$ cat src/rtl/id_ex_reg_pkg.sv
// Pipeline constants shared by the control unit and the ID/EX, EX/MEM and MEM/WB registers.
// Holds the opcode width, the control bundle type and its NOP (bubble) encoding.
package id_ex_reg_pkg;

  localparam int unsigned OPCODE_W = 6;

  // One control word travels down the pipeline; EX/MEM and MEM/WB keep their subsets of it.
  typedef struct packed {
    logic                reg_dest;
    logic                alu_src;
    logic                mem_read;
    logic                mem_write;
    logic                branch;
    logic                reg_write;
    logic                mem_to_reg;
    logic [OPCODE_W-1:0] alu_op;
  } ctrl_t;

  // All-zero control means no register write, no memory access and no branch.
  localparam ctrl_t CTRL_NOP = '0;

  function automatic logic ctrl_is_nop(input ctrl_t c);
    return c == CTRL_NOP;
  endfunction

endpackage

$ cat src/rtl/sat_counter.sv
// Up-counter that stops at all-ones instead of wrapping; synchronous active-high reset.
module sat_counter #(
  parameter int unsigned WIDTH = 16
) (
  input  logic             clock,
  input  logic             reset,
  input  logic             enable,
  output logic [WIDTH-1:0] count
);

  logic [WIDTH-1:0] count_q, count_d;

  always_comb begin
    count_d = count_q;
    if (enable && (count_q != '1)) begin
      count_d = count_q + WIDTH'(1);
    end
  end

  always_ff @(posedge clock) begin
    if (reset) begin
      count_q <= '0;
    end else begin
      count_q <= count_d;
    end
  end

  assign count = count_q;

endmodule

$ cat src/rtl/id_ex_reg.sv
// ID/EX pipeline register: one-cycle capture of decode results, bubble insertion on flush,
// stall hold, and a saturating count of inserted bubbles.
module id_ex_reg
  import id_ex_reg_pkg::*;
#(
  parameter int unsigned NB_OPCODE = OPCODE_W,
  parameter int unsigned NB_DATA   = 32,
  parameter int unsigned NB_ADDR   = 5,
  parameter int unsigned NB_FUNCT  = 6,
  parameter int unsigned NB_CNT    = 16
) (
  input  logic                 i_clock,
  input  logic                 i_reset,
  input  logic                 i_enable,
  input  logic                 i_flush,
  input  logic                 i_reg_dest,
  input  logic                 i_alu_src,
  input  logic                 i_mem_read,
  input  logic                 i_mem_write,
  input  logic                 i_branch,
  input  logic                 i_reg_write,
  input  logic                 i_mem_to_reg,
  input  logic [NB_OPCODE-1:0] i_alu_op,
  input  logic [NB_DATA-1:0]   i_pc_plus4,
  input  logic [NB_DATA-1:0]   i_rs_data,
  input  logic [NB_DATA-1:0]   i_rt_data,
  input  logic [NB_DATA-1:0]   i_imm_ext,
  input  logic [NB_ADDR-1:0]   i_rs_addr,
  input  logic [NB_ADDR-1:0]   i_rt_addr,
  input  logic [NB_ADDR-1:0]   i_rd_addr,
  input  logic [NB_FUNCT-1:0]  i_funct,
  output logic                 o_reg_dest,
  output logic                 o_alu_src,
  output logic                 o_mem_read,
  output logic                 o_mem_write,
  output logic                 o_branch,
  output logic                 o_reg_write,
  output logic                 o_mem_to_reg,
  output logic [NB_OPCODE-1:0] o_alu_op,
  output logic [NB_DATA-1:0]   o_pc_plus4,
  output logic [NB_DATA-1:0]   o_rs_data,
  output logic [NB_DATA-1:0]   o_rt_data,
  output logic [NB_DATA-1:0]   o_imm_ext,
  output logic [NB_ADDR-1:0]   o_rs_addr,
  output logic [NB_ADDR-1:0]   o_rt_addr,
  output logic [NB_ADDR-1:0]   o_rd_addr,
  output logic [NB_FUNCT-1:0]  o_funct,
  output logic                 o_valid,
  output logic [NB_CNT-1:0]    o_bubble_count
);

  ctrl_t               ctrl_in;
  ctrl_t               ctrl_q;
  logic                valid_q;
  logic [NB_DATA-1:0]  pc_plus4_q, rs_data_q, rt_data_q, imm_ext_q;
  logic [NB_ADDR-1:0]  rs_addr_q, rt_addr_q, rd_addr_q;
  logic [NB_FUNCT-1:0] funct_q;
  logic                bubble_inc;

  always_comb begin
    ctrl_in            = CTRL_NOP;
    ctrl_in.reg_dest   = i_reg_dest;
    ctrl_in.alu_src    = i_alu_src;
    ctrl_in.mem_read   = i_mem_read;
    ctrl_in.mem_write  = i_mem_write;
    ctrl_in.branch     = i_branch;
    ctrl_in.reg_write  = i_reg_write;
    ctrl_in.mem_to_reg = i_mem_to_reg;
    ctrl_in.alu_op     = i_alu_op;
  end

  // Priority per edge: reset, then stall hold, then flush, then normal load.
  always_ff @(posedge i_clock) begin
    if (i_reset) begin
      ctrl_q     <= CTRL_NOP;
      valid_q    <= 1'b0;
      pc_plus4_q <= '0;
      rs_data_q  <= '0;
      rt_data_q  <= '0;
      imm_ext_q  <= '0;
      rs_addr_q  <= '0;
      rt_addr_q  <= '0;
      rd_addr_q  <= '0;
      funct_q    <= '0;
    end else if (i_enable) begin
      // Data and addresses load even on flush so the debug view of EX stays meaningful.
      pc_plus4_q <= i_pc_plus4;
      rs_data_q  <= i_rs_data;
      rt_data_q  <= i_rt_data;
      imm_ext_q  <= i_imm_ext;
      rs_addr_q  <= i_rs_addr;
      rt_addr_q  <= i_rt_addr;
      rd_addr_q  <= i_rd_addr;
      funct_q    <= i_funct;
      if (i_flush) begin
        ctrl_q  <= CTRL_NOP;
        valid_q <= 1'b0;
      end else begin
        ctrl_q  <= ctrl_in;
        valid_q <= 1'b1;
      end
    end
  end

  assign bubble_inc = i_enable & i_flush;

  sat_counter #(
    .WIDTH (NB_CNT)
  ) u_bubble_cnt (
    .clock  (i_clock),
    .reset  (i_reset),
    .enable (bubble_inc),
    .count  (o_bubble_count)
  );

  assign o_reg_dest   = ctrl_q.reg_dest;
  assign o_alu_src    = ctrl_q.alu_src;
  assign o_mem_read   = ctrl_q.mem_read;
  assign o_mem_write  = ctrl_q.mem_write;
  assign o_branch     = ctrl_q.branch;
  assign o_reg_write  = ctrl_q.reg_write;
  assign o_mem_to_reg = ctrl_q.mem_to_reg;
  assign o_alu_op     = ctrl_q.alu_op;
  assign o_pc_plus4   = pc_plus4_q;
  assign o_rs_data    = rs_data_q;
  assign o_rt_data    = rt_data_q;
  assign o_imm_ext    = imm_ext_q;
  assign o_rs_addr    = rs_addr_q;
  assign o_rt_addr    = rt_addr_q;
  assign o_rd_addr    = rd_addr_q;
  assign o_funct      = funct_q;
  assign o_valid      = valid_q;

endmodule

$ cat config.mk
export PLATFORM = sky130hd
export DESIGN_NAME = id_ex_reg
export DESIGN_NICKNAME = d
export VERILOG_FILES = /design/src/rtl/id_ex_reg_pkg.sv /design/src/rtl/sat_counter.sv /design/src/rtl/id_ex_reg.sv
export SDC_FILE = /design/constraint.sdc
export NUM_CORES = 1
export LEC_CHECK = 0
export CAP_MARGIN = 20
export CORE_AREA = 3 3 132 134
export DETAILED_ROUTE_END_ITERATION = 12
export DIE_AREA = 0 0 135 137
export PLACE_DENSITY_LB_ADDON = 0.3
export SETUP_SLACK_MARGIN = 0.05
export SYNTH_ARGS = -nofsm -noshare
export SYNTH_HDL_FRONTEND = slang
export SYNTH_SLANG_ARGS = --single-unit
export TNS_END_PERCENT = 10
$ cat constraint.sdc
create_clock -name i_clock -period 2.4 [get_ports i_clock]
set_input_delay 0.48 -clock i_clock [delete_from_list [all_inputs] [get_ports i_clock]]
set_output_delay 0.48 -clock i_clock [all_outputs]
set_load 0.02 [all_outputs]
Word level (Yosys, flattened, before mapping)
Cells that the tools add are included.
{"block": "classes", "addsub": 1, "mux": 2, "bitwise_logic": 1, "eq_ne": 1, "reduce_logical": 1}
{"op": "$add 16x1->16 const B", "n": 1}
{"op": "$ne 16x16->1 const B", "n": 1}
{"op": "$mux 13", "n": 1}
{"op": "$and 1x1->1", "n": 1}
{"op": "$logic_and 1x1->1", "n": 1}
{"op": "$mux 1", "n": 1}
{"block": "word_totals", "reg_bits": 179, "out_inout_bits": 179, "word_cells": 24, "input_bits": 166}

Longest topological paths before layout
Gate-level depths: netlist of run 1.
{"block": "logic_depth", "ltp_word": 2, "mapped_depth": 6, "depth_no_buf": 5}

Modules after synthesis
Synthesis of run 1 repeated with hierarchy kept, for this count alone.
{"block": "unflattened", "hier_cells": 641, "area_unflattened_um2": 6737.7}
{"mod": "id_ex_reg", "instances": 1, "area_per_inst_um2": 5889.4, "cells_per_inst": 542, "seq_area_each_um2": 3263.1}
{"mod": "sat_counter", "instances": 1, "area_per_inst_um2": 848.3, "cells_per_inst": 99, "seq_area_each_um2": 320.3}

Worst setup path after synthesis of run 1
Ideal clock, no wire load.
{"block": "synth_timing", "kind": "register -> register", "start": "reg u_bubble_cnt.count_q[8], in the netlist u_bubble_cnt.count[8]", "end": "reg u_bubble_cnt.count_q[14], in the netlist u_bubble_cnt.count[14]", "setup_ps": 121, "period_less_slack_ps": 1773, "slack_ps": 627, "stages_incl_launch_ff": 5, "arrival_time_ps": 1652, "n_path_buf": 0, "t_required_ps": 2279, "path_cell_list": "dfxtp_1 nand4_2 nor4_1 and4_1 mux2_2"}
{"block": "synth_via", "elab_chain_len": 2, "elab_cells_between_ends": 3, "cone_classes": "add/sub (1); eq/ne (1); reduce/logical (1)"}
{"element": "from (decl)", "line": "sat_counter.sv:11", "source": "logic [WIDTH-1:0] count_q, count_d;"}
{"element": "from (signal assigned)", "line": "sat_counter.sv:24", "source": "count_q <= count_d;"}
{"element": "parallel branches: the longest is 2 deep, another holds $add 16x1->16"}
Parallel ways; which one is timed is not known.
A chain may end at the register's enable or synchronous reset.

Worst setup path after layout of run 1
{"block": "layout_timing", "start": "reg u_bubble_cnt.count_q[4], in the netlist u_bubble_cnt.count[4]", "end": "out o_bubble_count[4]"}
{"element": "to (decl)", "line": "id_ex_reg.sv:49", "source": "output logic [NB_CNT-1:0] o_bubble_count"}
No word-level cell between the ends.

==> results of run 1 <==
## kinds of logic (layout without fill, tap and decap cells)
kind of cell | Yosys count | in the layout | synth area share, %
simple gates | 229 | 229 | 15.7
flops | 179 | 179 | 54.5
mux | 152 | 152 | 23.2
buf+inv | 42 | 381 | 3.14
compound gates | 35 | 35 | 3.14
fa+ha+maj | 1 | 1 | 0.190
xor+xnor | 1 | 1 | 0.133
## Yosys cell counts, types with 3 or more instances
cell      instances
dfxtp_1         179
nor2_1          170
mux2i_1         150
a21oi_1          23
clkbuf_1         18
buf_2            17
nor2b_1          15
o31ai_1           8
or4_1             7
nand2_1           6
nand3_1           5
nor3_1            5
buf_1             3
## worst min path at each step
stage | end | depth (start not counted)
after detailed placement | o_alu_src | 2
final | o_valid | 3
after global placement | o_alu_src | 2
after global routing | o_valid | 3
after CTS | o_valid | 3
after floorplan | o_alu_src | 2
## layer usage
layer	wire length, um	track usage (%)
met5	0	0
met4	437	7.50
met3	1840	8.42
met2	9750	34.6
met1	7680	23.1
## per-stage QoR
stage / instance area (um2) / total power [mW] / hold slack (ps)
6_report: 10700 / 7.11 / 468
5_1_grt: 10700 / 7.39 / 469
4_1_cts: 10700 / 7.19 / 444
3_5_place_dp: 10200 / 4.48 / 462
3_3_place_gp: 10200 / 4.46 / 461
2_1_floorplan: 6570 / 3.80 / 544
## worst min-delay path: stages
cell      delay [ps]
clkbuf_8         130
and2_1           160
nor3_1            60
## power by group through the flow
| stage | sequential [mW] | clock, mW | combinational, mW |
|---|---|---|---|
| finish | 3.21 | 2.70 | 1.20 |
| global route | 3.23 | 2.89 | 1.27 |
| detailed placement | 3.28 | 0 | 1.20 |
| global placement | 3.27 | 0 | 1.19 |
| CTS | 3.21 | 2.76 | 1.21 |
| floorplan | 3.47 | 0 | 0.334 |
## area by class of cell
class / count / area [um2] / share of cell area (%)
Inverter: 1 / 3.75 / 0.0349
Clock inverter: 8 / 105 / 0.978
Multi-Input combinational cell: 418 / 2780 / 25.9
Sequential cell: 179 / 3580 / 33.4
Timing Repair Buffer: 351 / 3530 / 32.9
Clock buffer: 21 / 460 / 4.29
Tap cell: 220 / 275 / 2.56
==> results.txt, run 1 <==
The number of vias per cell is 4.73. The clock network latency to the later pin of the worst-skew pair is 410 ps. By startpoint and endpoint, the worst setup path is classified as reg2out. Summed over all cells, the static leakage comes to 4.43 nW. The finished layout holds 1,198 standard cells, fillers aside. The net switching power is 1.74 mW. The area of the core is 16,400 um2. The sequential element share of the synthesized area came out at 54.5%.

The number of pins exceeding their max-slew limit in the final report came out at 0. Counting I/O delays and the setup requirement, the final critical path takes 2060 ps. In the final design database the tool counted 1,135 nets. The final antenna-violating net count came out at 0.

Clock tree synthesis selected as its root buffer the cell clkbuf_16. The cell-internal power came out at 5.37 mW. The number of gates resized after CTS was 0.

The endpoint identified for the worst register-to-register timing path is u_bubble_cnt.count[14]. 345 I/O pins were placed. The proportion of register bits with asynchronous set or reset after synthesis came out at 0%.

The worst setup path is captured at an output pin. The number of failing setup endpoints in the final timing report is 0. dfxtp_1 takes more of the synthesized area than any other cell.

In this design, the stage delay of the slowest critical-path cell is 670 ps. The H-tree was split into 4 levels. TritonCTS built the clock tree.

The hold violation total from the final report came out at 0. The total number of cells along the worst setup path came out at 1. The actual slew at the worst max-slew pin came out at 962 ps. The peak supply drop came out at 0.471 mV. The total detailed-routing wirelength is 19,700 um. The kind of cell with the highest combined delay along the critical path is buffers and inverters. The initial antenna violation count came out at 0. The number of synthesized flops with an enable pin came out at 0.

Of the total power, the share spent switching nets is 24.5%. The global-route wire length before repair came out at 29,500 um. The run finished with clean final reports.

The worst clock skew on the final layout came out at 3.53 ps. The area share of the largest cell type after synthesis came out at 54.5%. The worst register-to-register path begins at u_bubble_cnt.count[4]. The clock net sink count came out at 179. The number of buffers added by the clock tree synthesis step is 17.

The number of global-route vias before repair came to 5,555. After synthesis the netlist holds a flip-flop and latch count of 179. Setup slack on the critical path of the routed design comes to 339 ps. The net count after synthesis came out at 806. The cell count after synthesis is 639. In this run, placement finished with an instance count of 1,169. The max-cap check violation count is 0.

Row generation in the floorplan step produced 47 rows. The number of distinct library cell variants in the gate-level netlist after synthesis is 37. The post-route netlist has 4.50% of its cells at a drive strength greater than 1. The HPWL after detailed placement came out at 14,500 um. The count of unresolved DRC violations after routing is 0.

The number of fillers in the final layout is 1,288. The global-route usage over all layers came out at 20.4%. Of the total power, the clock network draws 38.0%. The number of buffers inserted by hold repair at cts came out at 0. The combinational group share of total power is 16.8%.

Setup repair after global routing left no endpoint under its margin. Leaving out fill and tap cells, the most frequent cell in the layout is clkdlybuf4s50_1. The die area is 18,500 um2.

The top cell types in the final layout, fill and taps aside, are clkdlybuf4s50_1, dfxtp_1, nor2_1. The most used flip-flop cell after synthesis is dfxtp_1. The die span in y is 137 um. Summed over all failing endpoints, the final setup total negative slack is 0 ps. The type of the worst min-delay path is in2reg.

The number of synthesis warnings is 0. The mapped netlist covers 6570 um2. The synthesized area divided by synthesized cell count came out at 10.3 um2. The antenna diode instance count is 0. The areal power density over the cells came out at 662 nW/um2. The violation count after the first detailed-routing iteration is 260. The maximum number of pins on one net before global-route repair is 117.

The utilization after layout came out at 65.5%. The signal on the critical path passes through clkdlybuf4s50_1. In this run the tool buffered the top-level ports with 344 buffer cells. The placement-stage worst setup slack is 11.3 ps. The number of cell instances on the worst register-to-register path came out at 4. The origin of the worst setup path is u_bubble_cnt.count[4].

The routed wirelength normalized by instance count is 16.5 um. The startpoint of the worst hold path is i_enable. The total overflow left after global routing is 0. The sequential group share of total power came out at 45.2%. The worst setup path is launched from a flip-flop. The area growth from synthesis to layout is 63.5%. The maximum fanout count along the critical path is 8.

The endpoint arrival time on the critical path is 1580 ps. By area the synthesized netlist is led by dfxtp_1, mux2i_1, nor2_1. The number of vias in the routed layout is 5,663. The maximum buffer depth of the clock tree is 2.

For flop-to-flop paths, the worst setup slack is 570 ps. Once the floorplan was initialized, standard cells occupied 40.0% of the core. The final period utilization came out at 85.9%. At the worst endpoint, the required time is 1920 ps. The number of search-and-repair iterations in the first detailed-routing pass is 4. The routability congestion estimate from global placement came out at 0.791. The clock transition at the registers of the reported paths came out at 60 ps. In this run the worst setup path terminates at o_bubble_count[4]. The die is 135 um wide.

The worst relative slew slack is 35.7%. Timing would allow up to 485 MHz. The number of setup buffers added after CTS came out at 0.

The critical path buffer and inverter count came out at 1. Among all stages on the critical path, the largest delay is contributed by clkdlybuf4s50_1.
(Power assumes the default switching activity.)
==> inputs of run 2 (changes only) <==
--- a/config.mk
+++ b/config.mk
@@ -10,6 +10,8 @@
 export DETAILED_ROUTE_END_ITERATION = 12
 export DIE_AREA = 0 0 135 137
+export HOLD_SLACK_MARGIN = 0.06
 export PLACE_DENSITY_LB_ADDON = 0.3
 export SETUP_SLACK_MARGIN = 0.05
+export SLEW_MARGIN = 0
 export SYNTH_ARGS = -nofsm -noshare
 export SYNTH_HDL_FRONTEND = slang
==> constraint.sdc (replaced) <==
create_clock -name i_clock -period 2.4 [get_ports i_clock]
set_input_delay 0.24 -clock i_clock [delete_from_list [all_inputs] [get_ports i_clock]]
set_output_delay 0.24 -clock i_clock [all_outputs]
set_load 0.02 [all_outputs]
==> run 2 against run 1 <==
Effect of this change: via count is 0.32% lower; cell count barely moved; clock-buffer cell count rose by 2; die area unchanged; utilization shrank 0.16 points; worst setup slack improved by 210 ps; global-route usage fell by 0.078 points; critical path depth rose by 3; maximum frequency grew 11%; combinational power hardly changed; wire length down 1.1%; critical endpoint is now u_bubble_cnt.count[14].
==> results.txt, run 2 (synthesized netlist as in run 1, its figures left out) <==
The run finished with clean final reports. The count of unresolved DRC violations after routing came out at 0. The number of antenna diodes in the final layout is 0.

The H-tree was split into 4 levels. The clock passes through at most 2 buffers. The number of ports placed on the die boundary came out at 345. Across all layers, the routed design uses 5,645 vias. On the final layout, the worst clock skew is 10.6 ps. Summing all multi-input logic gate instances after layout gives 2780 um2. STA classifies the critical path startpoint as a flip-flop. The minimum period implied by the final worst setup slack is 1850 ps. The routability congestion estimate from global placement is 0.806.

The area of the core came out at 16,400 um2. The maximum fanout count along the critical path is 7. The global-route usage over all layers came out at 20.3%. The number of failing setup endpoints in the final timing report is 0. In this run the critical register-to-register path is launched from u_bubble_cnt.count[8]. The total number of placement rows came out at 47.

The tool flagged a number of max-cap violations equal to 0. The setup path with the least slack is of type reg2reg. Leaving out fill and tap cells, the most frequent cell in the layout is clkdlybuf4s50_1. The fraction of layout instances using a drive strength above 1 is 4.30%. The final-stage net count is 1,133. The initial core utilization came out at 40.0%. The initial antenna violation count is 0.

In this run the vertical extent of the chip is 137 um. The number of buffers added by the clock tree synthesis step is 17. The endpoint arrival time on the critical path is 2150 ps. The total of cells resized after clock tree synthesis came out at 0. The required time at the worst-slack endpoint came out at 2700 ps. The violation count after the first detailed-routing iteration came out at 213. The number of pins exceeding their max-slew limit in the final report is 0. Using the TritonRoute via totals, the vias-per-cell ratio works out to 4.72. The number of fillers in the final layout is 1,333. The HPWL after detailed placement came out at 14,000 um.

The areal power density over the cells came out at 657 nW/um2. The root buffer cell is clkbuf_16. The area taken by flip-flops and latches is 3580 um2. Clock-pin slew was measured on the worst setup and hold paths at 60 ps. The clock network latency to the later pin of the worst-skew pair is 420 ps. The origin of the worst setup path is u_bubble_cnt.count[8]. The die area is 18,500 um2. The final period utilization is 77.0%. The global route total overflow came out at 0. The peak supply drop is 0.467 mV. The number of global-route vias before repair was 5,619. The startpoint of the worst hold path is i_enable. The maximum clock frequency is 541 MHz. The type of element capturing the critical path is a flip-flop. The number of setup buffers added after CTS is 0. The hold violation total from the final report is 0. The summed negative setup slack over all endpoints came out at 0 ps. The routed wirelength normalized by instance count came out at 16.3 um. The placement-stage worst setup slack came out at 293 ps. The die is 135 um wide. The global-route wire length before repair came out at 29,600 um.

The TritonCTS clock tree is built. The library cells used most frequently in the layout, excluding fill and tap cells, are clkdlybuf4s50_1, dfxtp_1, nor2_1. In this run the remaining antenna-violating nets after routing total 0. In this run, post-CTS hold repair placed 0 buffers. The worst reg-to-reg setup slack came out at 550 ps. The clock net sink count came out at 179.

The maximum number of pins on one net before global-route repair came out at 113. The total detailed-routing wirelength is 19,500 um. The number of search-and-repair iterations in the first detailed-routing pass is 4. The post-layout worst setup margin came out at 551 ps. The static leakage came out at 4.41 nW. The area growth from synthesis to layout came out at 63.1%. The worst relative slew slack came out at 33.4%. Setup repair after global routing left no endpoint under its margin. The tightest min-delay check is of the in2reg type.

The number of I/O port buffers came out at 344. The actual slew at the worst max-slew pin is 997 ps.
[run 2: critical path: stages (launching register included)]
cell and delay, ps:
dfxtp_1 450, nand4_2 230, nor4_1 470, and4_1 260, mux2_2 320
[run 2: through the flow]
step / hold slack [ps] / std cells / power [mW] / instance area (um2) / util (%)
global placement: 460 / 1167 / 4.46 / 10200 / 61.9
floorplan: 379 / 639 / 3.80 / 6570 / -
finish: 241 / 1197 / 7.04 / 10700 / 65.3
global route: 230 / 1197 / 7.32 / 10700 / 65.3
CTS: 220 / 1197 / 7.12 / 10700 / 65.3
detailed placement: 468 / 1167 / 4.47 / 10200 / 61.9
[run 2: cell type report]
type	instances	area share [%]
multi-input cells	418	25.9
flip-flops and latches	179	33.4
clock buffers	23	4.46
inverters	1	0.0350
repair buffers	349	32.8
well taps	220	2.57
clock inverters	7	0.712
[run 2: metal layers]
metal | GRT usage [%] | wire length (um) | up-vias
met4 | 7.89 | 457 | 0
li1 | - | - | 2817
met5 | 0 | 0 | -
met3 | 8.86 | 1850 | 27
met1 | 23.3 | 7690 | 2581
met2 | 33.5 | 9500 | 220
[run 2: worst paths after layout]
kind                                               end  cells past startpoint
worst max-delay path            u_bubble_cnt.count[14]                      4
worst min-delay path                           o_valid                      3
worst max register to register  u_bubble_cnt.count[14]                      4
worst min register to register                 o_valid                      2
[run 2: where the power goes]
group	total, mW	switching (mW)	internal [mW]
registers	3.21	0.0805	3.13
logic	1.19	0.531	0.659
clock network	2.63	1.13	1.50
total	7.04	1.74	5.29
==> inputs of run 3 (changes only) <==
- CORE_AREA: 3 3 132 134 -> unset
- CORE_MARGIN: unset -> 3
- CORE_UTILIZATION: unset -> 36
- DIE_AREA: 0 0 135 137 -> unset
- clock period: 2.4 -> 1.55 ns (I/O delays scaled with it)
==> run 3 against run 2 <==
Effect of this change: the run now ends with negative setup slack left; clock power grew 57%; largest cell class unchanged; critical endpoint unchanged; highest routed layer unchanged; final area grew 1.0%; largest power group unchanged; cell count grew 2.1%; first-iteration DRC count grew 22%; worst setup slack lost 570 ps; global-route usage shrank 1.5 points; worst hold slack lost 140 ps; sequential power grew 54%.
==> results.txt, run 3 (synthesized netlist as in run 1, its figures left out) <==
Dividing the final minimum period by the clock period gives 101%. Cell internal power was estimated by the tool at 7.95 mW. The routed wirelength normalized by instance count came out at 15.9 um.

The width of the die is 141 um. The routability congestion estimate from global placement is 0.794. The root buffer cell is clkbuf_16. The cell with the largest stage delay on the worst path is dfxtp_4. The final reports fail on negative setup slack. The max-cap check violation count is 0. In the layout the commonest cells are dlygate4sd2_1, nor2_1, clkdlybuf4s50_1, dfxtp_1, mux2i_1. The type of element capturing the critical path is a flip-flop. Data on the critical path is required at its endpoint by 1850 ps.

Once layout is complete, the utilization of the core stands at 61.5%. The areal power density over the cells came out at 994 nW/um2. The area growth from synthesis to layout came out at 64.8%. The design area is 10,800 um2. The most common cell after layout, fill and taps aside is dlygate4sd2_1.

The post-layout worst setup margin came out at -19.9 ps. The critical path buffer and inverter count is 0. The number of vias in the routed layout is 5,782. The most critical setup path has its endpoint at u_bubble_cnt.count[14]. The number of global-route vias before repair is 5,708.

The worst clock skew on the final layout is 6.67 ps. The maximum clock frequency is 637 MHz. The sequential group share of total power is 45.9%.

The net switching power came out at 2.81 mW. The antenna diode instance count came out at 0. TritonCTS built the clock tree.

The total number of cells along the worst setup path came out at 5. The initial utilization of the core area, before any placement, comes to 37.3%. The minimum period implied by the final worst setup slack is 1570 ps. Clock-pin slew was measured on the worst setup and hold paths at 70 ps. The die span in y came out at 141 um. The category of the worst setup path launch point is a flip-flop. The H-tree generated during clock tree synthesis spans 4 levels. The first global-routing pass estimated 30,200 um of wire. After clock tree synthesis, the flow added hold-fix buffers numbering 0.

Setup violations remaining at the end of the flow were counted as 2. The combinational group share of total power is 15.7%. For the pin with the worst max-slew slack, the measured transition is 830 ps. For this run the aggregate overflow at the end of global routing stands at 0. In this run the tool buffered the top-level ports with 344 buffer cells. Setup repair after global routing could not meet its margin everywhere. The first detailed-routing pass took 4 iterations.

The part of the power in the clock network is 38.4%. The total placed instance area is 10,400 um2. The number of cell instances on the worst register-to-register path is 5.

For this block, the routed nets add up to 19,400 um of wire. The run finished, with violations left. The largest incremental delay on the critical path came out at 370 ps.

The maximum number of pins on one net before global-route repair came out at 94. The total number of placement rows came out at 48. The net count of the finished layout is 1,151. The post-layout total power came out at 10.8 mW. The most critical setup path has its startpoint at u_bubble_cnt.count[1]. The hold violation total from the final report is 0. In this run the most critical hold path is launched from i_enable. The endpoint arrival time on the critical path came out at 1870 ps. The static leakage came out at 5.29 nW.

The worst relative slew slack came out at 44.5%. The die covers 19,900 um2. In this run the worst hold path is classified as in2reg. The number of buffers added by the clock tree synthesis step is 17. The switching part of the total power came out at 26.1%. The violation count after the first detailed-routing iteration came out at 260.

The fraction of layout instances using a drive strength above 1 came out at 9.03%. The worst register-to-register path begins at u_bubble_cnt.count[1]. The area of the core is 17,600 um2. The initial antenna violation count was 0. The count of unresolved DRC violations after routing is 0. Once detail routing completed, the nets flagged for antenna violations numbered 0. The worst register-to-register path ends at u_bubble_cnt.count[14]. Dividing the detail-routed via count by the number of cells gives 4.73. After filler insertion, the fill cell instance count of the layout stands at 1,540.

The maximum buffer depth of the clock tree came out at 2. The maximum fanout count along the critical path came out at 3. The critical path is of the reg2reg type. The peak supply drop came out at 0.725 mV. The number of pins exceeding their max-slew limit in the final report is 0. The global-route usage over all layers is 18.8%. The clock net sink count is 179. The HPWL after detailed placement is 14,100 um. The number of ports placed on the die boundary is 345. The tightest hold path in the finished design has a slack of 98.9 ps. The summed negative setup slack over all endpoints is -23.3 ps. Grouping stages by cell kind, the critical path spends the most delay in simple AND/OR/NAND/NOR gates. For the worst-skew pair, the clock arrives at the later sink with an insertion delay of 420 ps. The critical path goes through ha_4 -> nand3_4 -> nor4_4 -> and4_1 -> mux2_4. The worst reg-to-reg setup slack came out at -20 ps.
==> run 3: final cells by class <==
cell class	count	area, um2	area share (%)
Clock inverter	12	123	1.13
Multi-Input combinational cell	418	2890	26.7
Timing Repair Buffer	367	3470	32.0
Sequential cell	179	3630	33.5
Tap cell	225	282	2.60
Inverter	1	3.75	0.0347
Clock buffer	20	437	4.03
==> run 3: worst min path at each step <==
| stage | endpoint | slack (ps) | depth (start not counted) |
|---|---|---|---|
| floorplan | o_alu_op[0] | 290 | 2 |
| global placement | o_alu_src | 460 | 2 |
| detailed placement | o_alu_src | 470 | 2 |
| CTS | o_valid | 70 | 3 |
| global route | o_valid | 120 | 3 |
| finish | o_valid | 100 | 3 |
==> run 3: through the flow <==
stage / cells / worst slack, ps
2_1_floorplan: 639 / 3.36
3_3_place_gp: 1187 / -305
3_5_place_dp: 1187 / -348
4_1_cts: 1219 / -8.99
5_1_grt: 1222 / -82.8
6_report: 1222 / -19.9
==> run 3: worst reg2reg max path, cell delays in order, from the launching register on <==
cell,delay (ps)
dfxtp_4,370
ha_4,160
nand3_4,90
nor4_4,300
and4_1,250
mux2_4,300
==> run 3: routing by layer <==
metal	track usage (%)	routed length, um
met4	5.86	324
met5	0	0
met2	31.8	9260
met1	21.3	7710
met3	8.41	2150
==> run 3: repair_timing <==
action / 4_1_cts / 5_1_grt
setup buffers: 0 / 3
setup endpoints to repair: 188 / 16
cloned: 0 / 0
gates resized for setup: 184 / 11
pin swaps: 3 / 8
==> run 3: power groups by stage <==
stage               Combinational [mW]  Clock (mW)  Sequential [mW]
finish                            1.69        4.13             4.94
global route                      1.82        4.42             4.97
CTS                               1.71        4.25             4.94
detailed placement                1.87           0             5.05
global placement                  1.86           0             5.05
floorplan                        0.517           0             5.36
